## config.mk

```make
export PLATFORM = sky130hd
export DESIGN_NAME = mem_access_unit
export DESIGN_NICKNAME = d
export VERILOG_FILES = /design/src/rtl/mem_access_unit_pkg.sv /design/src/rtl/mem_access_unit_load_extract.sv /design/src/rtl/mem_access_unit.sv
export SDC_FILE = /design/constraint.sdc
export NUM_CORES = 1
export LEC_CHECK = 0
export CAP_MARGIN = 5
export CORE_AREA = 2 2 124 126
export DETAILED_ROUTE_END_ITERATION = 8
export DIE_AREA = 0 0 126 128
export GPL_TIMING_DRIVEN = 0
export PLACE_DENSITY = 0.85
export SLEW_MARGIN = 10
export SYNTH_ARGS = -nofsm -noshare
export SYNTH_HDL_FRONTEND = slang
export SYNTH_SLANG_ARGS = --single-unit
```

## constraint.sdc

```tcl
create_clock -name clk -period 11.3 [get_ports clk]
set_input_delay 1.13 -clock clk [delete_from_list [all_inputs] [get_ports clk]]
set_output_delay 1.13 -clock clk [all_outputs]
set_load 0.01 [all_outputs]
```

## src/rtl/mem_access_unit_pkg.sv

```systemverilog
// Shared definitions for the load/store path.
// Holds the ldst_ctrl encodings, the memory-access FSM states, the load/store
// opcodes, the ALU operation codes, and helpers that decode a request into
// its alignment check, byte write enables and lane-replicated store data.
package mem_access_unit_pkg;

    // Load/store control as presented by the execute stage.
    typedef enum logic [2:0] {
        LDST_LB  = 3'b000,
        LDST_LH  = 3'b001,
        LDST_LW  = 3'b010,
        LDST_LBU = 3'b011,
        LDST_LHU = 3'b100,
        LDST_SB  = 3'b101,
        LDST_SH  = 3'b110,
        LDST_SW  = 3'b111
    } ldst_e;

    typedef enum logic [1:0] {
        ST_IDLE      = 2'd0,
        ST_REQ       = 2'd1,
        ST_WAIT_DATA = 2'd2,
        ST_RESP      = 2'd3
    } mau_state_e;

    // Primary opcodes of the load/store instructions.
    localparam logic [5:0] OP_LB  = 6'h20;
    localparam logic [5:0] OP_LH  = 6'h21;
    localparam logic [5:0] OP_LW  = 6'h23;
    localparam logic [5:0] OP_LBU = 6'h24;
    localparam logic [5:0] OP_LHU = 6'h25;
    localparam logic [5:0] OP_SB  = 6'h28;
    localparam logic [5:0] OP_SH  = 6'h29;
    localparam logic [5:0] OP_SW  = 6'h2B;

    typedef enum logic [3:0] {
        ALU_ADD  = 4'd0,
        ALU_SUB  = 4'd1,
        ALU_AND  = 4'd2,
        ALU_OR   = 4'd3,
        ALU_XOR  = 4'd4,
        ALU_NOR  = 4'd5,
        ALU_SLT  = 4'd6,
        ALU_SLTU = 4'd7,
        ALU_SLL  = 4'd8,
        ALU_SRL  = 4'd9,
        ALU_SRA  = 4'd10,
        ALU_LUI  = 4'd11
    } alu_op_e;

    function automatic logic is_store(input logic [2:0] ctrl);
        return (ctrl == LDST_SB) || (ctrl == LDST_SH) || (ctrl == LDST_SW);
    endfunction

    function automatic logic is_misaligned(input logic [2:0] ctrl, input logic [1:0] lo);
        logic r;
        case (ldst_e'(ctrl))
            LDST_LH, LDST_LHU, LDST_SH: r = lo[0];
            LDST_LW, LDST_SW:           r = (lo != 2'b00);
            default:                    r = 1'b0;
        endcase
        return r;
    endfunction

    // Big-endian lanes: byte offset 0 is bits [31:24], so we bit 3.
    function automatic logic [3:0] store_we(input logic [2:0] ctrl, input logic [1:0] lo);
        logic [3:0] r;
        case (ldst_e'(ctrl))
            LDST_SB: r = 4'b1000 >> lo;
            LDST_SH: r = lo[1] ? 4'b0011 : 4'b1100;
            LDST_SW: r = 4'b1111;
            default: r = 4'b0000;
        endcase
        return r;
    endfunction

    // Replicate so every enabled lane already carries the right bytes.
    function automatic logic [31:0] store_wdata(input logic [2:0] ctrl, input logic [31:0] d);
        logic [31:0] r;
        case (ldst_e'(ctrl))
            LDST_SB: r = {4{d[7:0]}};
            LDST_SH: r = {2{d[15:0]}};
            default: r = d;
        endcase
        return r;
    endfunction

endpackage

```

## src/rtl/mem_access_unit_load_extract.sv

```systemverilog
// Combinational lane select and sign/zero extension of a loaded word.
// Ports:
//   rdata    - word returned by memory
//   addr     - byte offset within the word (addr[1:0])
//   ctrl     - ldst_ctrl of the load
//   ext_data - extracted, extended 32-bit load value
module load_extract
    import mem_access_unit_pkg::*;
(
    input  logic [31:0] rdata,
    input  logic [1:0]  addr,
    input  logic [2:0]  ctrl,
    output logic [31:0] ext_data
);

    logic [7:0]  w_byte;
    logic [15:0] w_half;

    always_comb begin
        case (addr)
            2'b00:   w_byte = rdata[31:24];
            2'b01:   w_byte = rdata[23:16];
            2'b10:   w_byte = rdata[15:8];
            default: w_byte = rdata[7:0];
        endcase
        w_half = addr[1] ? rdata[15:0] : rdata[31:16];
    end

    always_comb begin
        case (ldst_e'(ctrl))
            LDST_LB:  ext_data = {{24{w_byte[7]}}, w_byte};
            LDST_LBU: ext_data = {24'd0, w_byte};
            LDST_LH:  ext_data = {{16{w_half[15]}}, w_half};
            LDST_LHU: ext_data = {16'd0, w_half};
            default:  ext_data = rdata;
        endcase
    end

endmodule

```

## src/rtl/mem_access_unit.sv

```systemverilog
// Load/store unit between the execute stage and a single-port memory.
// Accepts one request at a time, flags misaligned accesses, issues a word
// request with byte enables, and returns extended load data to writeback.
// Ports:
//   clk, rst                          - clock, async active-high reset
//   req_valid/req_ready, ldst_ctrl,
//   addr, store_data, dest_reg        - request from execute
//   mem_req/mem_gnt, mem_addr, mem_we,
//   mem_wdata, mem_rvalid, mem_rdata  - memory port
//   rsp_valid, rsp_data, rsp_reg      - load response (one-cycle pulse)
//   store_done                        - store granted (one-cycle pulse)
//   exc_valid, exc_addr               - misaligned access exception
module mem_access_unit
    import mem_access_unit_pkg::*;
(
    input  logic        clk,
    input  logic        rst,
    input  logic        req_valid,
    output logic        req_ready,
    input  logic [2:0]  ldst_ctrl,
    input  logic [31:0] addr,
    input  logic [31:0] store_data,
    input  logic [4:0]  dest_reg,
    output logic        mem_req,
    input  logic        mem_gnt,
    output logic [29:0] mem_addr,
    output logic [3:0]  mem_we,
    output logic [31:0] mem_wdata,
    input  logic        mem_rvalid,
    input  logic [31:0] mem_rdata,
    output logic        rsp_valid,
    output logic [31:0] rsp_data,
    output logic [4:0]  rsp_reg,
    output logic        store_done,
    output logic        exc_valid,
    output logic [31:0] exc_addr
);

    mau_state_e  r_state;
    logic [2:0]  r_ctrl;
    logic [1:0]  r_addr_lo;
    logic [4:0]  r_dest;
    logic        r_req_ready;
    logic        r_mem_req;
    logic [29:0] r_mem_addr;
    logic [3:0]  r_mem_we;
    logic [31:0] r_mem_wdata;
    logic        r_rsp_valid;
    logic [31:0] r_rsp_data;
    logic [4:0]  r_rsp_reg;
    logic        r_store_done;
    logic        r_exc_valid;
    logic [31:0] r_exc_addr;
    logic [31:0] w_ext;

    load_extract u_extract (
        .rdata    (mem_rdata),
        .addr     (r_addr_lo),
        .ctrl     (r_ctrl),
        .ext_data (w_ext)
    );

    always_ff @(posedge clk or posedge rst) begin
        if (rst) begin
            r_state      <= ST_IDLE;
            r_ctrl       <= 3'd0;
            r_addr_lo    <= 2'd0;
            r_dest       <= 5'd0;
            r_req_ready  <= 1'b1;
            r_mem_req    <= 1'b0;
            r_mem_addr   <= 30'd0;
            r_mem_we     <= 4'd0;
            r_mem_wdata  <= 32'd0;
            r_rsp_valid  <= 1'b0;
            r_rsp_data   <= 32'd0;
            r_rsp_reg    <= 5'd0;
            r_store_done <= 1'b0;
            r_exc_valid  <= 1'b0;
            r_exc_addr   <= 32'd0;
        end else begin
            // Pulse outputs default low; set only in their one cycle.
            r_rsp_valid  <= 1'b0;
            r_store_done <= 1'b0;
            r_exc_valid  <= 1'b0;
            case (r_state)
                ST_IDLE: begin
                    if (req_valid) begin
                        if (is_misaligned(ldst_ctrl, addr[1:0])) begin
                            // Rejected in place: stay in IDLE, still ready.
                            r_exc_valid <= 1'b1;
                            r_exc_addr  <= addr;
                        end else begin
                            r_ctrl      <= ldst_ctrl;
                            r_addr_lo   <= addr[1:0];
                            r_dest      <= dest_reg;
                            r_mem_req   <= 1'b1;
                            r_mem_addr  <= addr[31:2];
                            r_mem_we    <= store_we(ldst_ctrl, addr[1:0]);
                            r_mem_wdata <= store_wdata(ldst_ctrl, store_data);
                            r_req_ready <= 1'b0;
                            r_state     <= ST_REQ;
                        end
                    end
                end
                ST_REQ: begin
                    // Request fields are registers, so they hold until gnt.
                    if (mem_gnt) begin
                        r_mem_req <= 1'b0;
                        r_mem_we  <= 4'd0;
                        if (is_store(r_ctrl)) begin
                            r_store_done <= 1'b1;
                            r_req_ready  <= 1'b1;
                            r_state      <= ST_IDLE;
                        end else begin
                            r_state <= ST_WAIT_DATA;
                        end
                    end
                end
                ST_WAIT_DATA: begin
                    if (mem_rvalid) begin
                        r_rsp_valid <= 1'b1;
                        r_rsp_data  <= w_ext;
                        r_rsp_reg   <= r_dest;
                        r_state     <= ST_RESP;
                    end
                end
                default: begin
                    // RESP: rsp_valid is high for exactly this cycle.
                    r_req_ready <= 1'b1;
                    r_state     <= ST_IDLE;
                end
            endcase
        end
    end

    assign req_ready  = r_req_ready;
    assign mem_req    = r_mem_req;
    assign mem_addr   = r_mem_addr;
    assign mem_we     = r_mem_we;
    assign mem_wdata  = r_mem_wdata;
    assign rsp_valid  = r_rsp_valid;
    assign rsp_data   = r_rsp_data;
    assign rsp_reg    = r_rsp_reg;
    assign store_done = r_store_done;
    assign exc_valid  = r_exc_valid;
    assign exc_addr   = r_exc_addr;

endmodule

```

==> impl_metrics.csv <==
group,metric,value,unit
outcome,run_status,"completed",
cells_and_area,ratio_of_cells_with_drive_above_1_in_the_final_layout,19.0,%
logic_synthesis,number_of_flops_mapped_to_enable_cells_by_yosys,0,
routing,routed_wire_length_per_instance,21.1,um
timing,max-slew-margin-rel,47.2,%
global_routing,first_global_vias,6247,
routing,via_count,5980,
floorplanning,starting_utilization_of_the_core_area,47.9,%
worst_setup_path,crit_fanout,10,
logic_synthesis,netlist_top_cells_count,"sky130_fd_sc_hd__dfrtp_1 (151), sky130_fd_sc_hd__mux2_2 (86), sky130_fd_sc_hd__nand2_1 (45), sky130_fd_sc_hd__mux2_1 (41), sky130_fd_sc_hd__a21oi_1 (29)",
logic_synthesis,synth.largest_area_cell,"sky130_fd_sc_hd__dfrtp_1",
logic_synthesis,ys_async_sr_fraction,100,%
cts,clock_tree_from_tritoncts,"built",
timing,slew_violations,0,
floorplanning,boundaryPins,249,
worst_setup_path,critical_path_arrival,3.04,ns
cts,clock_sinks,152,
power,worst_ir_drop_vdd,0.000165,V
worst_setup_path,criticalPathCategory,"input pin to flip-flop",
cts,post_cts_resized,0,
logic_synthesis,synth_area_leaders,"sky130_fd_sc_hd__dfrtp_1 (53%), sky130_fd_sc_hd__mux2_2 (14%), sky130_fd_sc_hd__mux2_1 (6.5%)",
worst_setup_path,reg2reg_depth,5,
routing,drt_wl_total,21500,um
logic_synthesis,synth_top_flop_cell,"sky130_fd_sc_hd__dfrtp_1",
logic_synthesis,seq_area_frac_synth,53.5,%
worst_setup_path,crit_path_end_kind,"flip-flop",
placed_design,gp_routability_congestion,0.863,
hold_path,holdCritPathClass,"flip-flop to flip-flop",
worst_setup_path,critical_path.cell_chain,"clkdlybuf4s50_1 > nand3b_1 > clkinv_1 > clkbuf_1 > o221ai_1 > a221oi_1",
floorplanning,die_w,126,um
cts,cts_inserted_buffers,17,
floorplanning,dieHeight,128,um
cts,hold_buffers,0,
worst_setup_path,crit_path_max_incr_delay,0.46,ns
logic_synthesis,synthesis.instances,554,
routing,initialDrtViolationCount,480,
routing,viasPerCell,5.87,
worst_setup_path,cp_slowest_cell,"sky130_fd_sc_hd__clkdlybuf4s50_1",
timing,whs,0.475,ns
worst_setup_path,r2r-end,"rsp_data[5]",
run,cap_viol_max_count,0,
worst_setup_path,required,11.62,ns
global_routing,grt_first_pass_wirelength,33400,um
cts,cts.root.buffer_cell,"sky130_fd_sc_hd__clkbuf_16",
global_routing,grtUsageTotal,26.7,%
logic_synthesis,syn_warnings,0,
timing,min_period_over_period,24.1,%
power,power_leakage,4.24,nW
logic_synthesis,synth.lib_cells_used.distinct,51,
worst_setup_path,reg2reg_slack,9.18,ns
logic_synthesis,yosys_register_bits,152,
cells_and_area,area_growth_syn_to_layout,46.1,%
logic_synthesis,number_of_nets_in_the_synthesized_netlist,663,
logic_synthesis,synth.most_common_cell,"sky130_fd_sc_hd__dfrtp_1",
timing,rsz_0062_raised_after_global_routing,"false",
power,pwr_density_cell,274,mW/mm^2
global_routing,gr-total-overflow,0,
worst_setup_path,worstSetupStartpointType,"input pin",
floorplanning,placement_rows,45,
timing,final-setup-viol-count,0,
routing,drc,0,
routing,1st_pass_router_iterations,6,
placed_design,hpwlAfterDp,15500,um
cts,clk_pin_slew_worst_paths,0.06,ns
global_routing,number_of_antenna_violations_at_the_first_check_in_global_routing,0,
cts,number_of_h_tree_levels,4,
global_routing,grt_max_degree,87,
cts,cts_setup_buffers,0,
placed_design,numPortBuffers,243,
timing,timing.final.hold_violations,0,
cts,clk-insertion-delay-late,0.44,ns
floorplanning,core_area,0.0149,sq mm
timing,final.setup.tns,0,ns
cts,clockBufferDepth,2,
timing,worst_pin_slew,0.786,ns
hold_path,hold_path_startpoint,"r_dest[1]",
logic_synthesis,syn_area_per_cell,12.8,sq um
worst_setup_path,reg2reg_from,"r_ctrl[2]",
routing,detail-route-antenna-nets,0,
timing,timing.fmax,368,MHz
cells_and_area,antenna_cells_inserted,0,
floorplanning,design.die.area,0.0161,sq mm
timing,finalWorstPathRequiredPeriod,2.72,ns
cells_and_area,fin_nets,926,
logic_synthesis,synth.cell_area,0.00711,sq mm
hold_path,worstHoldPathCells,2,
hold_path,min_delay_worst_endpoint,"rsp_reg[1]",
timing,fin_worst_skew,0.0149,ns
logic_synthesis,synth_top_area_share,53.1,%
==> kinds of logic (layout without fill, tap and decap cells) <==
kind of cell / Yosys count / in the layout / share of synthesized area (%)
simple gates: 85 / 85 / 5.56
xor+xnor: 1 / 1 / 0.123
compound gates: 122 / 122 / 13.0
buf+inv: 51 / 327 / 3.87
flops: 152 / 152 / 53.5
mux: 143 / 143 / 23.9
==> per-layer routing <==
metal / share of wire [%] / up-vias / global-route usage, %
met1: 39 / 2965 / 31.9
li1: - / 2626 / -
met5: 0 / - / 0
met4: 3.1 / 0 / 11.8
met3: 9.0 / 56 / 8.60
met2: 49 / 333 / 44.6
==> worst max path at each step <==
stage,startpoint,end,cells after the start
floorplan,rst,exc_addr[0],1
detailed placement,mem_rvalid,rsp_data[1],6
CTS,addr[1],exc_addr[24],5
global placement,rst,rsp_data[28],2
global route,mem_rvalid,rsp_data[3],6
finish,mem_rvalid,rsp_data[1],6
==> placed cells by master (no fill, tap or decap), drive strengths merged, types with 6 or more instances in the layout <==
cell           Yosys  final
clkdlybuf4s50      0    243
nand2             45     45
buf               28     29
dfrtp            151    151
o41ai              7      7
mux2i              8      8
o221ai            24     24
a221o             16     16
o21bai             7      7
clkinv             3      6
inv                5     11
a221oi             7      7
o22ai              9      9
mux4               8      8
nor2              20     20
o21ai              7      7
mux2             127    127
clkbuf            15     34
a21oi             30     30
==> where the power goes <==
group | switching (W) | internal [W] | total [W]
combinational | 0.000577 | 0.000754 | 0.00133
sequential | 0.000147 | 0.000808 | 0.000955
clock | 0.000244 | 0.000315 | 0.000559
total | 0.000968 | 0.00188 | 0.00284
==> critical path: cells and delay by family <==
family / cells / cell delay (ns)
buffers and inverters: 3 / 1.13
AO/OA/AOI/OAI: 2 / 0.58
AND/OR/NAND/NOR: 1 / 0.20
==> stage by stage <==
step	setup slack, ns	cell area (sq um)	total power, W	std cells	utilization [%]
final	8.58	10400	0.00284	1018	69.9
after global routing	8.45	10400	0.00299	1018	69.9
after detailed placement	8.16	9820	0.00229	986	66.0
after CTS	8.60	10400	0.00286	1018	69.9
after floorplan	6.08	7110	0.00158	554	-
after global placement	4.29	9780	0.00223	985	65.8
==> layout make-up <==
type                            count  area, sq um
Sequential cell                   152         3800
Clock inverter                     13          136
Tap cell                          188          235
Clock buffer                       19          443
Inverter                            8         37.5
Buffer                             43          245
Timing Repair Buffer              244         2460
Fill cell                        1037         4470
Multi-Input combinational cell    351         3030
No activity file was read; power rests on OpenSTA's default activity.
==> patch 1: new RTL, config.mk and constraints unchanged <==
Reset style: synchronous (`rst`), changed in one clocked block. Comments in the files are not updated.
--- a/src/rtl/mem_access_unit.sv
+++ b/src/rtl/mem_access_unit.sv
@@ -62,3 +62,3 @@
 
-    always_ff @(posedge clk or posedge rst) begin
+    always_ff @(posedge clk) begin
         if (rst) begin
Function: differs if rst is asserted again (counterexample within 4 cycles, from zero or initial values and one cycle with rst high); with rst held inactive, the same outputs for 4 cycles.
==> patch 1 against the unedited design <==
- via count rose by 25%
- wire length increased by 14%
- die area unchanged
- sequential share of layout area fell by 7.1 points
- critical path type unchanged
- sequential cell count is the same
- clock skew decreased by 5.8 ps
- worst setup slack lost 180 ps
- design area fell by 0.71%
- synthesized area fell by 1.4%
- count of clock-buffer cells in the layout grew 1
- global-route usage increased by 3.2 points
- hold slack worse by 25 ps
Power is not compared: it rests on default switching activity, and its combinational part moved more than twofold at a synthesized area within 25%.
==> patch 1: results (changes against the unedited design) <==
OUTCOME='finished clean'  # unchanged
DRTITER0DRC=706  # was 480
SYNTH.TOP_CELLS.BY_COUNT='sky130_fd_sc_hd__dfxtp_1, sky130_fd_sc_hd__nand2_1, sky130_fd_sc_hd__a21oi_1'  # was sky130_fd_sc_hd__dfrtp_1, sky130_fd_sc_hd__mux2_2, sky130_fd_sc_hd__nand2_1
MET3_USAGE=0.0797  # was 0.0860
SYNTH_MUX_AREA_FRAC=0.0872  # was 0.239
OVERALL_GLOBAL_ROUTING_RESOURCE_USAGE=0.299  # was 0.267
WORSTREG2REGEND='mem_wdata[21]'  # was rsp_data[5]
ROUTE.DETAILED.VIAS_PER_INST=5.87  # about the same
REG2REGPATHDEPTH=6  # was 5
SYNTHDISTINCTLIBCELLS=60  # was 51
USE_MET2=0.481  # was 0.446
MET2WIRELENGTH_MM=11.3  # was 10.6 mm
WL_MET3_MM=2.21  # was 1.93 mm
WORSTREG2REGSTART='r_state[0]'  # was r_ctrl[2]
FINAL_NET_COUNT=1180  # was 926
YOSYS_MOST_USED_DFF='sky130_fd_sc_hd__dfxtp_1'  # was sky130_fd_sc_hd__dfrtp_1
WIRE_LENGTH_OF_THE_FIRST_GLOBAL_ROUTING_PASS_MM=38.5  # was 33.4 mm
CRITPATHMAXSTAGEDELAY_PS=550  # was 460 ps
GRT_MAX_DEGREE=17  # was 87
CRITICAL_PATH_DESTINATION='mem_addr[23]'  # was rsp_data[1]
WORST_HOLD_PATH.ENDPOINT='rsp_data[7]'  # was rsp_reg[1]
WORST_SETUP_PATH_STARTPOINT='rst'  # was mem_rvalid
SYNTH.YOSYS.SEQ_AREA_SHARE=0.434  # was 0.535
CRITPATHARRIVALTIME_PS=3190  # was 3040 ps
POSTSYNTH.ASYNCRESETSHARE=0  # was 1.00
ROUTE.DETAILED.WL_PER_INST_UM=19.2  # was 21.1 um
VIA_COUNT_OF_THE_FIRST_GLOBAL_ROUTING_PASS=7220  # was 6247
TIMING.HOLD.WORST.START='rsp_data[7]'  # was r_dest[1]
==> patch 1: cell count changes after synthesis, moves of 18 or more <==
cell / delta
sky130_fd_sc_hd__dfrtp_1: -151
sky130_fd_sc_hd__a21oi_1: +59
sky130_fd_sc_hd__clkbuf_1: +19
sky130_fd_sc_hd__o21ai_0: +55
sky130_fd_sc_hd__nand2_1: +65
sky130_fd_sc_hd__mux2i_1: +35
sky130_fd_sc_hd__mux2_1: -41
sky130_fd_sc_hd__mux2_2: -71
sky130_fd_sc_hd__nand3_1: +54
sky130_fd_sc_hd__dfxtp_1: +152
sky130_fd_sc_hd__nor3_1: +30
sky130_fd_sc_hd__nand3b_1: +18
==> patch 1: per-stage QoR <==
| step | cells | instance area [um2] | hold WS, ps | utilization | setup slack [ps] |
|---|---|---|---|---|---|
| after floorplan | 806 | 7020 | 432 | - | 8900 |
| after global placement | 1240 | 9710 | 442 | 0.654 | 8010 |
| after detailed placement | 1240 | 9710 | 440 | 0.654 | 7980 |
| after CTS | 1272 | 10300 | 454 | 0.694 | 8400 |
| after global routing | 1272 | 10300 | 470 | 0.694 | 8270 |
| final | 1272 | 10300 | 449 | 0.694 | 8400 |
==> patch 1: area by class of cell <==
type	instances	area (um2)
fillers	1247	4540
clock buffers	20	467
clock inverters	12	141
well taps	188	235
repair buffers	246	2460
inverters	5	18.8
flip-flops and latches	152	3040
multi-input cells	571	3550
plain buffers	78	400
==> patch 1: logic make-up (layout without fill, tap and decap cells) <==
| kind of cell | after synthesis | count (layout) |
|---|---|---|
| mux | 58 | 58 |
| flops | 152 | 152 |
| buf+inv | 83 | 361 |
| xor+xnor | 3 | 3 |
| compound gates | 260 | 260 |
| simple gates | 250 | 250 |
==> patch 2: new RTL, same settings <==
Without the edit above. The 4 states of `mau_state_e` get a Gray code encoding in 2 bits.
--- a/src/rtl/mem_access_unit_pkg.sv
+++ b/src/rtl/mem_access_unit_pkg.sv
@@ -19,6 +19,6 @@
     typedef enum logic [1:0] {
-        ST_IDLE      = 2'd0,
-        ST_REQ       = 2'd1,
-        ST_WAIT_DATA = 2'd2,
-        ST_RESP      = 2'd3
+        ST_IDLE      = 2'b00,
+        ST_REQ       = 2'b01,
+        ST_WAIT_DATA = 2'b11,
+        ST_RESP      = 2'b10
     } mau_state_e;
Function: same outputs for any inputs over 4 cycles, from zero or initial values and one cycle with rst high; so few cycles prove little.
==> patch 2 against the unedited design <==
- design area is 1.2% higher
- total power is 3.1% higher
- sequential cell count stayed put
- wire length is 3.0% higher
- synthesized cell count is 1.1% higher
- worst setup slack worse by 360 ps
- clock power is 3.8% higher
- synthesized area is 1.4% higher
==> patch 2: results (changes against the unedited design) <==
NON_CLOCK_INVERTER_COUNT=6  # was 8
VIA_COUNT_OF_THE_FIRST_GLOBAL_ROUTING_PASS=6389  # was 6247
CLK_LATENCY_PS=420  # was 440 ps
CLKCELLAREAFRAC=0.0566  # was 0.0557
DPL-INSTANCE-AREA_UM2=9920  # was 9820 um2
LAYOUT.CORE_UTILIZATION=0.708  # was 0.699
BUFFER_AREA_FRAC=0.259  # was 0.260
POWER.IR.VDD_WORST_uV=176  # was 165 uV
OVERALL_GLOBAL_ROUTING_RESOURCE_USAGE=0.276  # was 0.267
SYN_NETS=669  # was 663
PLACED_INSTS=993  # was 986
DRT-PASS1-ITER-COUNT=8  # was 6
DRTITER0DRC=513  # was 480
FINAL_NET_COUNT=933  # was 926
SHARE_OF_LAYOUT_CELLS_ABOVE_DRIVE_STRENGTH_1=0.234  # was 0.190
SYNTH.TOP_CELLS.BY_COUNT='sky130_fd_sc_hd__dfrtp_1, sky130_fd_sc_hd__mux2_2, sky130_fd_sc_hd__nand2_1'  # unchanged
GLOBAL_PLACEMENT_ROUTABILITY_CONGESTION=0.990  # was 0.863
SYNTH.YOSYS.SEQ_AREA_SHARE=0.528  # was 0.535
NUMPORTBUFFERS=244  # was 243
PRE_CTS_SLACK_PS=7790  # was 8160 ps
POWER_LEAKAGE_nW=4.33  # was 4.24 nW
OUTCOME='finished clean'  # unchanged
LAYOUT.NON_CLOCK_BUFFERS=290  # was 287
CLOCK_BUFFER_COUNT=20  # was 19
SYNTHDISTINCTLIBCELLS=52  # was 51
## patch 2: cell families (layout without fill, tap and decap cells)
kind of cell | Yosys count | in the layout | synth area share
flops | 152 | 152 | 0.528
mux | 139 | 139 | 0.241
compound gates | 125 | 125 | 0.131
simple gates | 92 | 92 | 0.0609
buf+inv | 51 | 327 | 0.0382
xor+xnor | 1 | 1 | 0.00121
## patch 2: worst max-delay path, stage by stage
cell,delay (ps)
sky130_fd_sc_hd__clkdlybuf4s50_1,480
sky130_fd_sc_hd__buf_2,230
sky130_fd_sc_hd__nand3b_1,150
sky130_fd_sc_hd__o221ai_2,140
sky130_fd_sc_hd__nor3_2,570
sky130_fd_sc_hd__buf_4,320
sky130_fd_sc_hd__mux2_2,370
## patch 2: final timing paths
| path | slack [ps] | to | from | depth (start not counted) |
|---|---|---|---|---|
| max | 8220 | exc_addr[16] | ldst_ctrl[2] | 7 |
| min | 470 | rsp_reg[4] | rsp_reg[4] | 2 |
| max reg2reg | 9160 | rsp_data[9] | r_state[1] | 5 |
| min reg2reg | 470 | rsp_reg[4] | rsp_reg[4] | 2 |
| max in group asynchronous | 9380 | r_ctrl[1] | rst | 3 |
| min in group asynchronous | 1070 | exc_addr[15] | rst | 2 |
## patch 2: power breakdown
| group | internal [mW] | switching [mW] | total, mW |
|---|---|---|---|
| logic | 0.806 | 0.580 | 1.39 |
| clock network | 0.353 | 0.227 | 0.580 |
| registers | 0.810 | 0.156 | 0.967 |
| total | 1.97 | 0.964 | 2.93 |
## patch 2: per-layer routing
layer / part of all wire / vias up / global-route usage / routed length, um
li1: - / 2643 / - / -
met1: 0.37 / 2993 / 0.321 / 8280
met2: 0.50 / 335 / 0.467 / 11000
met3: 0.094 / 55 / 0.0985 / 2070
met4: 0.036 / 0 / 0.115 / 790
met5: 0 / - / 0 / 0
